===== src/rtl/ip_tx_framer.sv =====
// rtl/ip_tx_framer.sv - IPv4 transmit framer: prepends a 20-byte header with checksum to each TCP segment.
// Optional IP_TX_STATS_EN adds tx_pkt_count / tx_drop_count outputs.
module ip_tx_framer #(
  parameter logic [7:0]  TOS         = 8'h00,
  parameter logic [7:0]  TTL         = 8'h40,
  parameter logic [7:0]  PROTOCOL    = 8'h06,
  parameter logic [31:0] SRC_ADDR    = 32'hC0A80001,
  parameter logic [31:0] DST_ADDR    = 32'hC0A80002,
  parameter logic [15:0] IDENT_INIT  = 16'h0000,
  parameter logic [15:0] MAX_PAYLOAD = 16'd65515
) (
  input  logic        clk,
  input  logic        rst_n,
  input  logic [31:0] tcp_tx_data,
  input  logic        tcp_tx_valid,
  input  logic        tcp_tx_last,
  input  logic [15:0] tcp_tx_len,
  output logic        tcp_tx_ready,
  output logic [31:0] eth_tx_data,
  output logic        eth_tx_valid,
  output logic        eth_tx_last,
  input  logic        eth_tx_ready
`ifdef IP_TX_STATS_EN
  ,
  output logic [31:0] tx_pkt_count,
  output logic [31:0] tx_drop_count
`endif
);

  typedef enum logic [2:0] {
    S_IDLE,
    S_CSUM,
    S_HDR,
    S_PAY,
    S_DROP
  } state_t;

  state_t      state, state_next;
  logic [15:0] len_q;
  logic [15:0] ident_q;
  logic [15:0] csum_q;
  logic [2:0]  idx_q;

  logic        slot_free;
  logic        load;
  logic [31:0] load_data;
  logic        load_last;
  logic        hdr_adv;
  logic        pkt_done;
  logic        drop_start;

  logic [15:0] total;
  logic [31:0] hdr_word;
  logic [19:0] sum_acc;
  logic [19:0] fold1;
  logic [15:0] fold2;

  // The output register can take a new beat when empty or draining this cycle.
  assign slot_free = !eth_tx_valid || eth_tx_ready;
  assign total     = len_q + 16'd20;

  // Ones'-complement header sum with the checksum field taken as zero.
  assign sum_acc = {4'h0, 4'h4, 4'h5, TOS} + {4'h0, total}
                 + {4'h0, ident_q} + 20'h04000
                 + {4'h0, TTL, PROTOCOL}
                 + {4'h0, SRC_ADDR[31:16]} + {4'h0, SRC_ADDR[15:0]}
                 + {4'h0, DST_ADDR[31:16]} + {4'h0, DST_ADDR[15:0]};
  assign fold1 = {4'h0, sum_acc[15:0]} + {16'h0, sum_acc[19:16]};
  assign fold2 = fold1[15:0] + {12'h0, fold1[19:16]};

  always_comb begin
    hdr_word = 32'h0;
    case (idx_q)
      3'd0:    hdr_word = {4'h4, 4'h5, TOS, total};
      3'd1:    hdr_word = {ident_q, 16'h4000};
      3'd2:    hdr_word = {TTL, PROTOCOL, csum_q};
      3'd3:    hdr_word = SRC_ADDR;
      3'd4:    hdr_word = DST_ADDR;
      default: hdr_word = 32'h0;
    endcase
  end

  always_ff @(posedge clk) begin
    if (!rst_n) state <= S_IDLE;
    else        state <= state_next;
  end

  always_comb begin
    state_next   = state;
    tcp_tx_ready = 1'b0;
    load         = 1'b0;
    load_data    = 32'h0;
    load_last    = 1'b0;
    hdr_adv      = 1'b0;
    pkt_done     = 1'b0;
    drop_start   = 1'b0;
    case (state)
      S_IDLE: begin
        if (tcp_tx_valid) begin
          if (tcp_tx_len > MAX_PAYLOAD) begin
            state_next = S_DROP;
            drop_start = 1'b1;
          end else begin
            state_next = S_CSUM;
          end
        end
      end
      S_CSUM: state_next = S_HDR;
      S_HDR: begin
        if (slot_free) begin
          load      = 1'b1;
          load_data = hdr_word;
          hdr_adv   = 1'b1;
          if (idx_q == 3'd4) state_next = S_PAY;
        end
      end
      S_PAY: begin
        tcp_tx_ready = slot_free;
        if (slot_free && tcp_tx_valid) begin
          load      = 1'b1;
          load_data = tcp_tx_data;
          load_last = tcp_tx_last;
          if (tcp_tx_last) begin
            pkt_done   = 1'b1;
            state_next = S_IDLE;
          end
        end
      end
      S_DROP: begin
        tcp_tx_ready = 1'b1;
        if (tcp_tx_valid && tcp_tx_last) state_next = S_IDLE;
      end
      default: state_next = S_IDLE;
    endcase
  end

  always_ff @(posedge clk) begin
    if (!rst_n) begin
      len_q        <= 16'h0;
      ident_q      <= IDENT_INIT;
      csum_q       <= 16'h0;
      idx_q        <= 3'd0;
      eth_tx_data  <= 32'h0;
      eth_tx_valid <= 1'b0;
      eth_tx_last  <= 1'b0;
    end else begin
      if (state == S_IDLE && tcp_tx_valid) len_q <= tcp_tx_len;
      if (state == S_CSUM) begin
        csum_q <= ~fold2;
        idx_q  <= 3'd0;
      end
      if (hdr_adv)  idx_q   <= idx_q + 3'd1;
      if (pkt_done) ident_q <= ident_q + 16'd1;
      if (load) begin
        eth_tx_data  <= load_data;
        eth_tx_valid <= 1'b1;
        eth_tx_last  <= load_last;
      end else if (eth_tx_ready) begin
        eth_tx_valid <= 1'b0;
        eth_tx_last  <= 1'b0;
      end
    end
  end

`ifdef IP_TX_STATS_EN
  always_ff @(posedge clk) begin
    if (!rst_n) begin
      tx_pkt_count  <= 32'h0;
      tx_drop_count <= 32'h0;
    end else begin
      if (pkt_done)   tx_pkt_count  <= tx_pkt_count + 32'd1;
      if (drop_start) tx_drop_count <= tx_drop_count + 32'd1;
    end
  end
`endif

endmodule

===== config.mk =====
export PLATFORM = sky130hd
export DESIGN_NAME = ip_tx_framer
export DESIGN_NICKNAME = d
export VERILOG_FILES = /design/src/rtl/ip_tx_framer.sv
export SDC_FILE = /design/constraint.sdc
export NUM_CORES = 1
export LEC_CHECK = 0
export BUFFER_PORTS_ARGS = -buffer_cell sky130_fd_sc_hd__buf_2
export CAP_MARGIN = 0
export CORE_MARGIN = 8
export CORE_UTILIZATION = 45
export CTS_CLUSTER_SIZE = 25
export DETAILED_ROUTE_END_ITERATION = 12
export PLACE_DENSITY = 0.66
export SETUP_SLACK_MARGIN = 0.02
export SYNTH_ARGS = -nofsm -noshare
export SYNTH_HDL_FRONTEND = slang
export SYNTH_SLANG_ARGS = --single-unit

===== constraint.sdc =====
create_clock -name clk -period 8.15 [get_ports clk]
set_input_delay 0.815 -clock clk [delete_from_list [all_inputs] [get_ports clk]]
set_output_delay 0.815 -clock clk [all_outputs]
set_load 0.02 [all_outputs]

==> out/qor.csv <==
stage,metric,value,unit
global_route,first-pass GRT wire length,26.1,mm
floorplan,row cnt,40,
sta,fin crit share,79.8,%
final_layout,final core occ,53.4,%
critical_path,Setup crit start kind,flip-flop,
global_route,vias in the first global route,5106,
final_layout,most frequent cells in the layout,"nor2_1 (93), dfxtp_1 (88), buf_2 (87)",
global_route,initial antenna violation count,0,
synthesis,"EDFF count, synth",0,
run,Max-Cap Viols,0,
placed_design,number of placed cells counting well taps,946,
synthesis,Mapped Cells,722,
run_status,status,"complete, no violations",
sta,Final min period,6510,ps
synthesis,net count after synthesis,820,
power,VDD IR-drop max,109,µV
floorplan,Die W,127,µm
sta,Worst Tran Pin Value,997,ps
clock_network,Clock Sinks,88,
synthesis,post-synthesis average cell area,7.74,µm²
routing,ANT nets after route,0,
sta,Rel. slew slack,33.5,%
critical_path,worst path required time,8390,ps
final_layout,Syn-to-layout area delta,15.3,%
final_layout,# fillers,1144,
placed_design,# port buffers,87,
critical_path,CP dominant cell by count,ha_1,
routing,DRT Pass-1 Iters,5,
synthesis,#FFs+latches synth,88,
floorplan,Top Ports,88,
final_layout,"leading cell type in the layout, fill and taps excluded",nor2_1,
critical_path,critical path peak fanout,6,
clock_network,clk root buf,clkbuf_16,
clock_network,CTS H-tree lvls,3,
power,pwr dens,184,nW/µm²
synthesis,Cell variety after synth,59,
final_layout,Sequential Area,1760,µm²
global_route,GRT Total Usage,20.1,%
clock_network,number of CTS-inserted buffers,9,
sta,Setup-failing EPs final,0,
routing,Avg Vias per Cell,5.50,
worst_hold_path,worst hold path class,flip-flop to flip-flop,
critical_path,worst path arrival time,6750,ps
synthesis,register area share after synthesis,31.5,%
synthesis,Ys Warns,0,
clock_network,postcts setup bufs,0,
final_layout,Diodes inserted,0,
synthesis,Post-Syn Area,5590,µm²
global_route,global route overflow,0,
routing,initial DRC count,488,
clock_network,CTS max path bufs,2,
critical_path,slowest CP cell,ha_1,
sta,Max Slew Vio Count,0,
clock_network,"Reg clk slew, reported paths",70,ps
clock_network,CTS tree,yes,
floorplan,die area,16200,µm²
final_layout,Final Net Count,887,
sta,highest clock rate,154,MHz
sta,final hold violation count,0,
floorplan,Die Y,127,µm
routing,DR DRC count,0,
sta,Clock Skew,8.80,ps
placed_design,post-DP HPWL,13.0,mm
final_layout,multi-input gate area in the final layout,3530,µm²
routing,Via Count,5290,
power,Leak,2.81,nW
final_layout,layout cell share with drive strength beyond 1,15.1,%
floorplan,core area,12100,µm²
final_layout,Final Non-Filler Cells,962,
synthesis,"FFs w/ async S/R, synth",0,%
global_route,largest net degree at the start of global routing,69,
placed_design,RePlAce Congestion,0.934,
critical_path,Top delay family on crit path,simple AND/OR/NAND/NOR gates,
routing,Routed WL,16.4,mm
critical_path,CP max stage delay,380,ps
synthesis,Synth Flop Type,dfxtp_1,
sta,setup TNS,0,ps
clock_network,CTS resizes,0,
critical_path,nature of the critical path endpoint,flip-flop,
critical_path,CP Buf/Inv Count,0,
sta,RSZ-0062 raised after global routing,no,
clock_network,CTS Hold Bufs,0,
routing,WL/cell,17.0,µm
floorplan,Starting Density,46.3,%
critical_path,Setup CP Type,flip-flop to flip-flop,
clock_network,"Clk Latency, worst-skew pair",350,ps
## cell type report
type,count,share of cell area (%)
timing repair buffer,91,7.23
clock buffer,10,3.71
tap,168,3.26
sequential,88,27.4
inverter,41,2.39
clock inverter,6,1.17
multi-input combinational,558,54.9
## cells in the mapped netlist, drive strengths merged (3+ instances only)
| master | instances | area share [%] |
|---|---|---|
| nor4 | 4 | 0.56 |
| and2 | 6 | 0.67 |
| buf | 3 | 0.29 |
| inv | 41 | 2.8 |
| dfxtp | 88 | 32 |
| o21a | 3 | 0.40 |
| nor3 | 12 | 1.2 |
| o21ai | 42 | 3.8 |
| a31oi | 5 | 0.56 |
| o21bai | 4 | 0.54 |
| o22a | 8 | 1.3 |
| a21o | 6 | 0.81 |
| nand2b | 6 | 0.67 |
| nor2 | 93 | 6.2 |
| nand4 | 9 | 1.0 |
| xnor2 | 33 | 5.4 |
| a22oi | 9 | 1.2 |
| o31ai | 3 | 0.49 |
| o211a | 3 | 0.54 |
| a221oi | 4 | 0.63 |
| a222oi | 7 | 1.3 |
| or3 | 4 | 0.45 |
| ha | 43 | 9.6 |
| a211oi | 8 | 1.2 |
| clkbuf | 32 | 2.2 |
| and3 | 15 | 1.7 |
| nand2 | 75 | 5.0 |
| a21oi | 80 | 7.3 |
| nor2b | 7 | 0.78 |
| xor2 | 20 | 3.1 |
| nand3 | 26 | 2.3 |
## power by group
group          switching [mW]  internal, mW  total [mW]
combinational           0.170         0.103       0.273
clock                   0.185         0.250       0.435
sequential             0.0196         0.455       0.475
total                   0.374         0.809        1.18
## worst min-delay path: cells and delay by family (launching register included)
family             cells  cell delay [ps]
DFF                    1              310
and+or+nand+nor        1               50
AOI/OAI and AO/OA      1               50
## routing by layer
layer  share of wire [%]  routed length [µm]  GRT usage [%]
met1                  46                7500           25.8
met3                 5.8                 953           4.49
met4                 2.5                 416           8.12
met2                  46                7530           32.0
met5                   0                   0              0
## sequential cells by signal, indices dropped and copies added (netlist names)
| register | flops |
|---|---|
| eth_tx_data | 32 |
| ident_q | 16 |
| len_q | 16 |
| csum_q | 16 |
| eth_tx_last | 1 |
| state | 3 |
| idx_q | 3 |
| eth_tx_valid | 1 |
## cells by family after synthesis
family	after synthesis	share of synthesized area [%]
AOI/OAI and AO/OA	194	21.9
xor gates and xnor gates	54	8.98
adders and majority gates	46	10.5
buffers and inverters	76	5.20
DFF	88	31.5
muxes	1	0.179
and+or+nand+nor	263	21.7
## worst paths after layout
check	cells past startpoint	startpoint	slack, ps	endpoint
max	29	len_q[4]	1640	csum_q[13]
min	2	csum_q[9]	450	csum_q[9]
max reg2reg	29	len_q[4]	1640	csum_q[13]
min reg2reg	2	csum_q[9]	450	csum_q[9]
## metrics by stage
step / area (µm²) / hold WS [ps] / power, mW / setup WS, ps
6_report: 6440 / 453 / 1.18 / 1640
3_3_place_gp: 6120 / 442 / 0.751 / 1890
5_1_grt: 6440 / 472 / 1.24 / 945
2_1_floorplan: 5590 / 432 / 0.677 / 2460
3_5_place_dp: 6120 / 445 / 0.756 / 1780
4_1_cts: 6440 / 455 / 1.20 / 1720
No activity file was read; power rests on OpenSTA's default activity.
